$ cat config.mk
export PLATFORM = sky130hd
export DESIGN_NAME = pwm_sequencer_flat
export DESIGN_NICKNAME = d
export VERILOG_FILES = /design/src/rtl/pwm_seq_pkg.sv /design/src/rtl/pwm_sequencer_if.sv /design/src/rtl/pwm_cmd_fifo.sv /design/src/rtl/pwm_sequencer.sv /design/src/flat_wrapper.sv
export SDC_FILE = /design/constraint.sdc
export NUM_CORES = 1
export LEC_CHECK = 0
export ABC_CLOCK_PERIOD_IN_PS = 3200
export BUFFER_PORTS_ARGS = -buffer_cell sky130_fd_sc_hd__clkbuf_2
export CORE_MARGIN = 2
export CORE_UTILIZATION = 30
export DETAILED_ROUTE_END_ITERATION = 16
export PLACE_DENSITY = 0.54
export SYNTH_ARGS = -nofsm -noshare
export SYNTH_HDL_FRONTEND = slang
export SYNTH_SLANG_ARGS = --single-unit
$ cat constraint.sdc
create_clock -name a_50_MHZ_CLK -period 3.2 [get_ports a_50_MHZ_CLK]
set_clock_uncertainty 0.1 [all_clocks]
set_input_delay 0.48 -clock a_50_MHZ_CLK [delete_from_list [all_inputs] [get_ports a_50_MHZ_CLK]]
set_output_delay 0.48 -clock a_50_MHZ_CLK [all_outputs]
set_load 0.01 [all_outputs]
$ cat src/rtl/pwm_seq_pkg.sv
// Shared definitions for the PWM command sequencer: FSM encoding, register map,
// status bit positions and the queued command layout.
package pwm_seq_pkg;

  typedef logic [2:0] state_t;

  localparam state_t S_IDLE  = 3'd0;
  localparam state_t S_ISSUE = 3'd1;
  localparam state_t S_ARM   = 3'd2;
  localparam state_t S_RUN   = 3'd3;
  localparam state_t S_GAP   = 3'd4;

  localparam logic [1:0] ADDR_STAGE  = 2'd0;
  localparam logic [1:0] ADDR_PUSH   = 2'd1;
  localparam logic [1:0] ADDR_CTRL   = 2'd2;
  localparam logic [1:0] ADDR_STATUS = 2'd3;

  localparam int CTRL_ENABLE = 0;
  localparam int CTRL_IRQ_EN = 1;
  localparam int CTRL_ABORT  = 2;

  localparam int ST_EMPTY    = 8;
  localparam int ST_FULL     = 9;
  localparam int ST_BUSY     = 10;
  localparam int ST_OVERFLOW = 11;
  localparam int ST_TIMEOUT  = 12;
  localparam int ST_IRQ_PEND = 13;

  typedef struct packed {
    logic [31:0] period;
    logic [7:0]  cycles;
  } cmd_t;

  // Width of a counter that must hold 0..n-1, never narrower than one bit.
  function automatic int cnt_width(input int n);
    return (n > 1) ? $clog2(n) : 1;
  endfunction

endpackage

$ cat src/rtl/pwm_sequencer_if.sv
// Avalon-MM slave port bundle between the Nios fabric and the sequencer.
interface pwm_sequencer_if;
  logic [1:0]  address;
  logic        chipselect;
  logic        write_n;
  logic [31:0] writedata;
  logic [31:0] readdata;

  modport master (output address, output chipselect, output write_n,
                  output writedata, input readdata);
  modport slave  (input address, input chipselect, input write_n,
                  input writedata, output readdata);
endinterface

$ cat src/rtl/pwm_cmd_fifo.sv
// Command queue: power-of-two deep, first-word-fall-through, with a flush that
// wins over a simultaneous push or pop.
module pwm_cmd_fifo
  import pwm_seq_pkg::*;
#(
  parameter int DEPTH = 4
) (
  input  logic                     a_50_MHZ_CLK,
  input  logic                     reset_n,
  input  logic                     flush,
  input  logic                     push,
  input  cmd_t                     push_data,
  input  logic                     pop,
  output cmd_t                     head,
  output logic [$clog2(DEPTH):0]   count,
  output logic                     empty,
  output logic                     full
);

  localparam int PW = cnt_width(DEPTH);
  localparam logic [PW:0] DEPTH_C = (PW + 1)'(DEPTH);

  cmd_t           mem [DEPTH];
  logic [PW-1:0]  wr_ptr_reg;
  logic [PW-1:0]  rd_ptr_reg;
  logic [PW:0]    count_reg;
  logic           do_push;
  logic           do_pop;

  assign empty   = (count_reg == '0);
  assign full    = (count_reg == DEPTH_C);
  assign count   = count_reg;
  assign head    = mem[rd_ptr_reg];

  // A push into a full queue still lands when the head leaves in the same clock.
  assign do_pop  = pop && !empty && !flush;
  assign do_push = push && !flush && (!full || do_pop);

  always_ff @(posedge a_50_MHZ_CLK) begin
    if (do_push) begin
      mem[wr_ptr_reg] <= push_data;
    end
  end

  always_ff @(posedge a_50_MHZ_CLK or negedge reset_n) begin
    if (!reset_n) begin
      wr_ptr_reg <= '0;
      rd_ptr_reg <= '0;
      count_reg  <= '0;
    end else if (flush) begin
      wr_ptr_reg <= '0;
      rd_ptr_reg <= '0;
      count_reg  <= '0;
    end else begin
      if (do_push) wr_ptr_reg <= wr_ptr_reg + 1'b1;
      if (do_pop)  rd_ptr_reg <= rd_ptr_reg + 1'b1;
      case ({do_push, do_pop})
        2'b10:   count_reg <= count_reg + 1'b1;
        2'b01:   count_reg <= count_reg - 1'b1;
        default: count_reg <= count_reg;
      endcase
    end
  end

endmodule

$ cat src/rtl/pwm_sequencer.sv
// Avalon-MM command scheduler that feeds queued {period, cycles} moves to the
// PWM drive engine one at a time, with an inter-move gap and a drain interrupt.
module pwm_sequencer
  import pwm_seq_pkg::*;
#(
  parameter int FIFO_DEPTH  = 4,
  parameter int GAP_CYCLES  = 16,
  parameter int ARM_TIMEOUT = 8
) (
  input  logic               a_50_MHZ_CLK,
  input  logic               reset_n,
  pwm_sequencer_if.slave     bus,
  output logic               irq,
  output logic [31:0]        cmd_period,
  output logic [7:0]         cmd_cycles,
  output logic               cmd_start,
  output logic               drv_abort,
  input  logic               drv_done
);

  localparam int CW    = $clog2(FIFO_DEPTH) + 1;
  localparam int ARM_W = cnt_width(ARM_TIMEOUT);
  localparam int GAP_W = cnt_width(GAP_CYCLES);
  localparam logic [ARM_W-1:0] ARM_LAST = ARM_W'(ARM_TIMEOUT - 1);
  localparam logic [GAP_W-1:0] GAP_LAST = GAP_W'((GAP_CYCLES > 0) ? GAP_CYCLES - 1 : 0);

  state_t            state_reg, state_next;
  logic [31:0]       staging_reg;
  logic              enable_reg, irq_en_reg;
  logic              overflow_reg, timeout_reg, irq_pend_reg;
  logic              drv_abort_reg;
  logic [31:0]       cmd_period_reg;
  logic [7:0]        cmd_cycles_reg;
  logic [ARM_W-1:0]  arm_cnt_reg;
  logic [GAP_W-1:0]  gap_cnt_reg;

  logic              wr_en, wr_stage, wr_push, wr_ctrl, wr_status;
  logic              abort_req, overflow_evt;
  logic [31:0]       w1c;
  logic              pop, load_cmd, arm_expire, drained;
  cmd_t              head;
  cmd_t              push_data;
  logic [CW-1:0]     fifo_count;
  logic              fifo_empty, fifo_full;
  logic [31:0]       status_word, rd_mux;

  assign wr_en     = bus.chipselect && !bus.write_n;
  assign wr_stage  = wr_en && (bus.address == ADDR_STAGE);
  assign wr_push   = wr_en && (bus.address == ADDR_PUSH);
  assign wr_ctrl   = wr_en && (bus.address == ADDR_CTRL);
  assign wr_status = wr_en && (bus.address == ADDR_STATUS);
  assign abort_req = wr_ctrl && bus.writedata[CTRL_ABORT];
  assign w1c       = wr_status ? bus.writedata : 32'd0;

  // An abort flushes the queue, so a push in the same clock is silently lost.
  assign overflow_evt = wr_push && fifo_full && !pop && !abort_req;
  assign push_data    = '{period: staging_reg, cycles: bus.writedata[7:0]};

  pwm_cmd_fifo #(.DEPTH(FIFO_DEPTH)) u_fifo (
    .a_50_MHZ_CLK (a_50_MHZ_CLK),
    .reset_n      (reset_n),
    .flush        (abort_req),
    .push         (wr_push),
    .push_data    (push_data),
    .pop          (pop),
    .head         (head),
    .count        (fifo_count),
    .empty        (fifo_empty),
    .full         (fifo_full)
  );

  always_ff @(posedge a_50_MHZ_CLK or negedge reset_n) begin
    if (!reset_n) state_reg <= S_IDLE;
    else          state_reg <= state_next;
  end

  always_comb begin
    state_next = state_reg;
    if (abort_req) begin
      state_next = S_IDLE;
    end else begin
      case (state_reg)
        S_IDLE:  if (enable_reg && !fifo_empty && (head.cycles != 8'd0)) state_next = S_ISSUE;
        S_ISSUE: state_next = S_ARM;
        S_ARM: begin
          if (!drv_done)                     state_next = S_RUN;
          else if (arm_cnt_reg == ARM_LAST)  state_next = S_IDLE;
        end
        S_RUN:   if (drv_done) state_next = (GAP_CYCLES == 0) ? S_IDLE : S_GAP;
        S_GAP:   if (gap_cnt_reg == GAP_LAST) state_next = S_IDLE;
        default: state_next = S_IDLE;
      endcase
    end
  end

  always_comb begin
    pop        = 1'b0;
    load_cmd   = 1'b0;
    arm_expire = 1'b0;
    cmd_start  = 1'b0;
    case (state_reg)
      S_IDLE: begin
        // Zero-cycle entries are popped and dropped without touching cmd_*.
        pop      = enable_reg && !fifo_empty && !abort_req;
        load_cmd = pop && (head.cycles != 8'd0);
      end
      S_ISSUE: cmd_start = 1'b1;
      S_ARM:   arm_expire = drv_done && (arm_cnt_reg == ARM_LAST) && !abort_req;
      default: ;
    endcase
    drained = ((state_reg == S_RUN) || (state_reg == S_GAP)) && (state_next == S_IDLE)
              && !abort_req && fifo_empty;
  end

  always_comb begin
    status_word = 32'd0;
    status_word[CW-1:0]      = fifo_count;
    status_word[ST_EMPTY]    = fifo_empty;
    status_word[ST_FULL]     = fifo_full;
    status_word[ST_BUSY]     = (state_reg != S_IDLE);
    status_word[ST_OVERFLOW] = overflow_reg;
    status_word[ST_TIMEOUT]  = timeout_reg;
    status_word[ST_IRQ_PEND] = irq_pend_reg;
    case (bus.address)
      ADDR_STAGE: rd_mux = staging_reg;
      ADDR_CTRL:  rd_mux = {30'd0, irq_en_reg, enable_reg};
      ADDR_STATUS: rd_mux = status_word;
      default:    rd_mux = 32'd0;
    endcase
  end

  always_ff @(posedge a_50_MHZ_CLK or negedge reset_n) begin
    if (!reset_n) begin
      staging_reg    <= 32'd0;
      enable_reg     <= 1'b0;
      irq_en_reg     <= 1'b0;
      overflow_reg   <= 1'b0;
      timeout_reg    <= 1'b0;
      irq_pend_reg   <= 1'b0;
      drv_abort_reg  <= 1'b0;
      cmd_period_reg <= 32'd0;
      cmd_cycles_reg <= 8'd0;
      arm_cnt_reg    <= '0;
      gap_cnt_reg    <= '0;
      bus.readdata   <= 32'd0;
    end else begin
      if (wr_stage) staging_reg <= bus.writedata;
      if (abort_req)    enable_reg <= 1'b0;
      else if (wr_ctrl) enable_reg <= bus.writedata[CTRL_ENABLE];
      if (wr_ctrl)      irq_en_reg <= bus.writedata[CTRL_IRQ_EN];
      if (load_cmd) begin
        cmd_period_reg <= head.period;
        cmd_cycles_reg <= head.cycles;
      end
      // Both counters sit at zero outside their state, so entry needs no explicit load.
      arm_cnt_reg   <= (state_reg == S_ARM) ? arm_cnt_reg + 1'b1 : '0;
      gap_cnt_reg   <= (state_reg == S_GAP) ? gap_cnt_reg + 1'b1 : '0;
      drv_abort_reg <= abort_req || arm_expire;
      overflow_reg  <= overflow_evt || (overflow_reg && !w1c[ST_OVERFLOW]);
      timeout_reg   <= arm_expire   || (timeout_reg  && !w1c[ST_TIMEOUT]);
      irq_pend_reg  <= drained      || (irq_pend_reg && !w1c[ST_IRQ_PEND]);
      bus.readdata  <= rd_mux;
    end
  end

  assign irq        = irq_pend_reg && irq_en_reg;
  assign drv_abort  = drv_abort_reg;
  assign cmd_period = cmd_period_reg;
  assign cmd_cycles = cmd_cycles_reg;

endmodule

$ cat src/flat_wrapper.sv
// flat-port wrapper written by rule: the top's interface ports become plain ports
module pwm_sequencer_flat import pwm_seq_pkg::*;
#(
  parameter int FIFO_DEPTH  = 4,
  parameter int GAP_CYCLES  = 16,
  parameter int ARM_TIMEOUT = 8
)
  (a_50_MHZ_CLK, reset_n, irq, cmd_period, cmd_cycles, cmd_start, drv_abort, drv_done, bus_address, bus_chipselect, bus_write_n, bus_writedata, bus_readdata);
  pwm_sequencer_if bus_i ();
  input  logic a_50_MHZ_CLK;
  input  logic reset_n;
  output logic irq;
  output logic [31:0] cmd_period;
  output logic [7:0] cmd_cycles;
  output logic cmd_start;
  output logic drv_abort;
  input  logic drv_done;
  input wire logic [$bits(bus_i.address)-1:0] bus_address;
  input wire logic [$bits(bus_i.chipselect)-1:0] bus_chipselect;
  input wire logic [$bits(bus_i.write_n)-1:0] bus_write_n;
  input wire logic [$bits(bus_i.writedata)-1:0] bus_writedata;
  output wire logic [$bits(bus_i.readdata)-1:0] bus_readdata;
  assign bus_i.address = bus_address;
  assign bus_i.chipselect = bus_chipselect;
  assign bus_i.write_n = bus_write_n;
  assign bus_i.writedata = bus_writedata;
  assign bus_readdata = bus_i.readdata;
  pwm_sequencer #(.FIFO_DEPTH(FIFO_DEPTH), .GAP_CYCLES(GAP_CYCLES), .ARM_TIMEOUT(ARM_TIMEOUT)) u_core (.a_50_MHZ_CLK(a_50_MHZ_CLK), .reset_n(reset_n), .bus(bus_i), .irq(irq), .cmd_period(cmd_period), .cmd_cycles(cmd_cycles), .cmd_start(cmd_start), .drv_abort(drv_abort), .drv_done(drv_done));
endmodule
# Yosys cells after proc, flatten, opt, wreduce, memory -nomap -nowiden
# Memories as Yosys holds them, arrays and structs flattened.
# Index checks and enable logic that the tools add are counted.
# totals
ff_bits,127
latchBits,0
ram_bits,160
mem_bits_ro,0
input_bits,39
output_inout_bits,75
wordCells,110
memories,1
# op_classes
addsub,6
n_mul,0
div_mod_pow,0
magnitude_cmp,0
n_eq_ne,12
n_shift,0
muxes,25
bitwise_logic,0
n_reduce_logical,50
# memory_table
name,depth,word_bits,rd,rd_clocked_by_memory_dff,wr,line_no,text
u_core.u_fifo.mem,4,40,1,0,1,pwm_cmd_fifo.sv:23,cmd_t mem [DEPTH];
# op_table
op,count
$pmux 32 s3,1
$logic_and 1x1->1,26
$mux 3,8
$pmux 3 s5,1
$mux 14,1
$eq 3x3->1 const B,3
$logic_not 3->1,3
$logic_not 1->1,8
$mux 1,8
$mux 2,4
$reduce_bool 8->1,1
$add 3x1->3 const B,2
$eq 2x2->1 const B,3
$eq 3x2->1 const B,2
$logic_or 1x1->1,6
$pmux 3 s2,1
$reduce_bool 2->1,3
$reduce_bool 3->1,2
$add 2x1->2 const B,2
$add 4x1->4 const B,1
$eq 2x1->1 const B,2
$eq 4x4->1 const B,1
$mux 4,1
$eq 3x1->1 const B,1
2 further kinds,2

# Depth between registers and ports, before layout
# logic_depth
depth_word,14
ltp_mapped,10
depth_no_buf,9

# Hierarchy
# A second synthesis with hierarchy kept.
# hier_totals
cells_unflattened,579
hier_area_um2,11043.1
# by_module_without_submodules
mod,instances,cells_per_inst,area_per_inst_um2,seq_area_each_um2
pwm_cmd_fifo,1,274,6322.3,4979.8
pwm_sequencer,1,305,4720.8,3002.9

# Least setup slack after synthesis
# No wires, ideal clock.
# synth_path
path_kind,input to register
start,in bus_address[0]
end,"mem u_core.u_fifo.mem[0][0] in the netlist's numbering, enable pin"
setup_ns,0.401
arrival_ns,2.377
required_ns,2.699
path_slack_ns,0.322
stages,5
path_buffers,1
cell_sequence,clkbuf_1 and4bb_2 a21oi_1 o21a_1 and2_1
# synth_via
elab_chain_cells,12
word_cells_on_any_way,15
classes_between,eq/ne: 2; mux: 3; reduce/logical: 10
# synth_lines
element,line_no,text
from (decl),flat_wrapper.sv:18,input wire logic [$bits(bus_i.address)-1:0] bus_address;
$eq 2x2->1,pwm_sequencer.sv:50,assign wr_ctrl = wr_en && (bus.address == ADDR_CTRL);
$logic_and 1x1->1,pwm_sequencer.sv:50,
$logic_and 1x1->1,pwm_sequencer.sv:52,assign abort_req = wr_ctrl && bus.writedata[CTRL_ABORT];
$logic_not 1->1,"pwm_cmd_fifo.sv:36, pwm_cmd_fifo.sv:37, pwm_sequencer.sv:104",
$logic_and 1x1->1,pwm_sequencer.sv:104,pop = enable_reg && !fifo_empty && !abort_req;
$mux 1,pwm_sequencer.sv:101,case (state_reg)
$logic_and 1x1->1 (2 in a row),pwm_cmd_fifo.sv:36,assign do_pop = pop && !empty && !flush;
$logic_or 1x1->1,pwm_cmd_fifo.sv:37,assign do_push = push && !flush && (!full || do_pop);
$logic_and 1x1->1 *,pwm_cmd_fifo.sv:37,
$mux 1 *,pwm_cmd_fifo.sv:40,if (do_push) begin
$mux 1 (not written as such) *,pwm_cmd_fifo.sv:41,mem[wr_ptr_reg] <= push_data;
to (decl),pwm_cmd_fifo.sv:23,
# Mark *: on every way between the ends. The rest lies on a longest branch, timed or not.

# Worst setup path in the final report
# layout_path
start,reg u_core.state_reg[2]
end,reg u_core.u_fifo.count_reg[2] (netlist: u_core.u_fifo.count[2])
# layout_via
elab_chain_cells,9
word_cells_on_any_way,11
classes_between,eq/ne: 2; mux: 3; reduce/logical: 6
# layout_lines
element,line_no,text
from (decl),pwm_sequencer.sv:27,"state_t state_reg, state_next;"
from (signal assigned),pwm_sequencer.sv:74,else state_reg <= state_next;
$logic_not 3->1 *,pwm_sequencer.sv:101,
$mux 1 *,pwm_sequencer.sv:101,
$logic_and 1x1->1 * (2 in a row),pwm_cmd_fifo.sv:36,
$logic_or 1x1->1,pwm_cmd_fifo.sv:37,
$logic_and 1x1->1,pwm_cmd_fifo.sv:37,
$eq 2x1->1 / $eq 2x2->1 (equally long branches),pwm_cmd_fifo.sv:57,"case ({do_push, do_pop})"
$pmux 3 s2,pwm_cmd_fifo.sv:57,
$mux 3,pwm_cmd_fifo.sv:50,end else if (flush) begin
to (signal assigned),pwm_cmd_fifo.sv:58,2'b10: count_reg <= count_reg + 1'b1;
to (signal assigned),pwm_cmd_fifo.sv:59,2'b01: count_reg <= count_reg - 1'b1;
to (signal assigned),pwm_cmd_fifo.sv:60,default: count_reg <= count_reg;
to (decl),pwm_cmd_fifo.sv:26,logic [PW:0] count_reg;
# Marked as above.
# A chain may end at the register's enable or synchronous reset.

==> flow_summary_export.csv <==
group,metric,value,unit
run_status,outcome,"finished clean",
timing,timing.final.max_slew_violations,0,
worst_setup_path,critPathMaxFanout,9,
timing,worstMarginPinSlew,0.828,ns
global_route,grt_pass1_wl,36000,um
clock_tree,cts_max_level,2,
synth,synth_edf_count,160,
cells_and_area,largest-register,"u_core.u_fifo.mem",
worst_setup_path,critPathArrivalTime,3.25,ns
synth,syn_nets,608,
pwr,share_seq_of_total_power,45.7,%
placement,io_buffers,113,
cells_and_area,nFillCells,3326,
clock_tree,clk_pin_slew_worst_paths,0.06,ns
timing,fmax,344,MHz
floorplan,io_pins,114,
synth,synth.top_cell.area_share,43.9,%
synth,synthCells,560,
placement,globalplace.congestion,0.769,
synth,synthDistinctLibCells,46,
worst_setup_path,cp-start-kind,"register",
timing,fin_worst_hold_slack,0.0819,ns
pwr,netSwitchingPower,3050,uW
clock_tree,clock_path_buffers,3,
floorplan,dieArea,0.0380,sq mm
placement,dpl_cell_area,0.0122,sq mm
synth,synth_seq_area_share,72.9,%
synth,syn_area,0.0109,sq mm
drt,ant_nets,0,
clock_tree,root_buffer,"clkbuf_16",
drt,drcViolationCount,0,
timing,final_hold_viol_count,0,
timing,finalSetupViolations,0,
synth,synth_most_common_cell,"edfxtp_1",
clock_tree,clk_latency,0.52,ns
worst_setup_path,cp-end-kind,"register",
synth,ys_top_cells_by_area,"edfxtp_1, dfrtp_1, mux4_2",
drt,num_vias,5328,
drt,post_drt_wl_per_cell,19.6,um
synth,ys.flop_type,"edfxtp_1",
pwr,power.internal,8000,uW
placement,pre_cts_ws,0.336,ns
clock_tree,cts_buffers,34,
drt,wl,23400,um
worst_setup_path,crit_type,"register to register",
run,cap_violations,0,
timing,fin_crit_sh,90.9,%
floorplan,die_y,195,um
synth,synth_largest_area_cell,"edfxtp_1",
global_route,antenna_found_initial,2,
pwr,power.leakage,0.00526,uW
timing,worst_slack,0.292,ns
timing,final.min_clock_period,2.91,ns
synth,synth_seq_cells,287,
global_route,grt_pass1_vias,5738,
floorplan,coreArea,0.0357,sq mm
synth,syn_avg_cell_area,19.5,sq um
synth,yosysWarnings,0,
timing,rsz0062_at_grt,"false",
pwr,power_density,834,mW/mm^2
global_route,grtUsageTotal,12.7,%
floorplan,row_count,69,
clock_tree,cts_tree,"done",
cells_and_area,largest_register_ffs,160,
synth,synthTopCellsByCount,"edfxtp_1, dfrtp_1, mux2_4",
clock_tree,cts_num_sinks,287,
pwr,p_comb_share,21.7,%
cells_and_area,layout-drive-gt1-share,35.9,%
cells_and_area,area_growth,21.1,%
drt,vias_per_cell,4.46,
global_route,overflow,0,
synth,async_flop_share,44.3,%
pwr,clkPwrFrac,32.6,%
worst_setup_path,cp.required,3.54,ns
cells_and_area,nets,754,
drt,drtIter0Drc,285,
pwr,netSwitchingFraction,27.6,%
cells_and_area,fin_area,0.0132,sq mm
drt,first_pass_iters,4,
placement,hpwl,15200,um
pwr,ir_drop,361,uV
global_route,grt_max_degree,64,
timing,finalSetupTns,0,ns
floorplan,start_util,30.6,%
hold_path,hold_class,"input pin to register",
floorplan,dieWidth,195,um
timing,max_slew_margin,44.7,%
cell type report:
type	instances	area (sq um)	share of cell area [%]
inverter	4	15.0	0.113
clock buffer	47	930	7.02
tap	461	577	4.35
multi-input combinational	244	2780	21.0
sequential	287	7990	60.3
antenna	1	2.50	0.0189
clock inverter	15	120	0.907
timing repair buffer	135	840	6.34
layer usage:
| layer | vias to the layer above | GRT usage, % | share of wire [%] |
|---|---|---|---|
| met5 | - | 0 | 0 |
| met4 | 0 | 4.98 | 2.7 |
| met3 | 43 | 3.13 | 4.8 |
| met2 | 115 | 20.9 | 49 |
| met1 | 2735 | 16.1 | 43 |
| li1 | 2435 | - | - |
per-stage QoR:
stage / std cells / util [%] / power (uW)
floorplan: 560 / - / 6680
global placement: 1130 / 34.1 / 7550
detailed placement: 1130 / 34.1 / 7590
CTS: 1193 / 37.1 / 11300
global route: 1193 / 37.1 / 11600
finish: 1194 / 37.1 / 11100
critical path, cell delays in order (launching register included):
cell     delay [ns]
dfrtp_1        0.46
or4b_1         0.58
a21oi_1        0.16
o21a_1         0.26
inv_2          0.06
ha_1           0.22
fa_1           0.39
xnor2_1        0.14
or3_1          0.31
a21oi_1        0.15
timing repair:
action / 4_1_cts / 5_1_grt
setup buffers: 0 / 0
hold buffers: 1 / 0
gates resized for setup: 0 / 0
endpoints found under the hold margin: 61 / 0
placed cells by master, fill, tap and decap left out, types with 3 or more instances in the layout:
cell type / synthesis / final
mux2_4: 40 / 40
nor4_1: 3 / 3
buf_12: 4 / 8
clkbuf_2: 0 / 112
ha_1: 8 / 8
o21ai_0: 5 / 5
clkbuf_8: 0 / 3
buf_4: 0 / 13
mux2_1: 34 / 34
clkbuf_1: 15 / 10
nand2_1: 20 / 20
nand3_1: 4 / 4
and2_2: 0 / 4
xnor2_1: 4 / 4
mux4_1: 9 / 9
nor2_1: 14 / 13
and2_1: 33 / 29
clkbuf_16: 0 / 34
a22o_1: 6 / 6
xor2_1: 3 / 3
clkinv_2: 0 / 4
a21oi_1: 3 / 3
inv_1: 3 / 3
dfrtp_1: 127 / 125
mux4_2: 31 / 31
clkinv_1: 0 / 5
o21ai_1: 4 / 4
edfxtp_1: 160 / 160
final timing paths:
| check | startpoint | to | slack (ns) | cells after the start |
|---|---|---|---|---|
| max reg2reg | u_core.state_reg[2] | u_core.u_fifo.count[2] | 0.29 | 9 |
| max in group asynchronous | reset_n | u_core.cmd_period[15] | 1.79 | 3 |
| min in group asynchronous | reset_n | u_core.cmd_cycles[0] | 0.45 | 2 |
| max | u_core.state_reg[2] | u_core.u_fifo.count[2] | 0.29 | 9 |
| min | bus_writedata[28] | u_core.staging_reg[28] | 0.08 | 2 |
| min reg2reg | u_core.arm_cnt_reg[0] | u_core.arm_cnt_reg[0] | 0.34 | 1 |
power by group through the flow:
| stage | combinational (uW) | clock, uW | sequential [uW] |
|---|---|---|---|
| finish | 2400 | 3610 | 5050 |
| global route | 2610 | 3890 | 5140 |
| floorplan | 1630 | 0 | 5050 |
| global placement | 2430 | 0 | 5120 |
| detailed placement | 2460 | 0 | 5130 |
| CTS | 2470 | 3740 | 5070 |
cell families (layout without fill, tap and decap cells):
group | count (synthesis) | after routing | share of synthesized area, %
flip-flops | 287 | 287 | 72.9
multiplexers | 115 | 115 | 17.6
AND/OR/NAND/NOR | 90 | 90 | 4.53
buffers and inverters | 29 | 201 | 1.84
AO/OA/AOI/OAI | 23 | 23 | 1.41
adder cells (fa/ha/maj) | 9 | 9 | 1.10
XOR/XNOR | 7 | 7 | 0.560
other | 0 | 1 | 0
(Power assumes the default switching activity.)
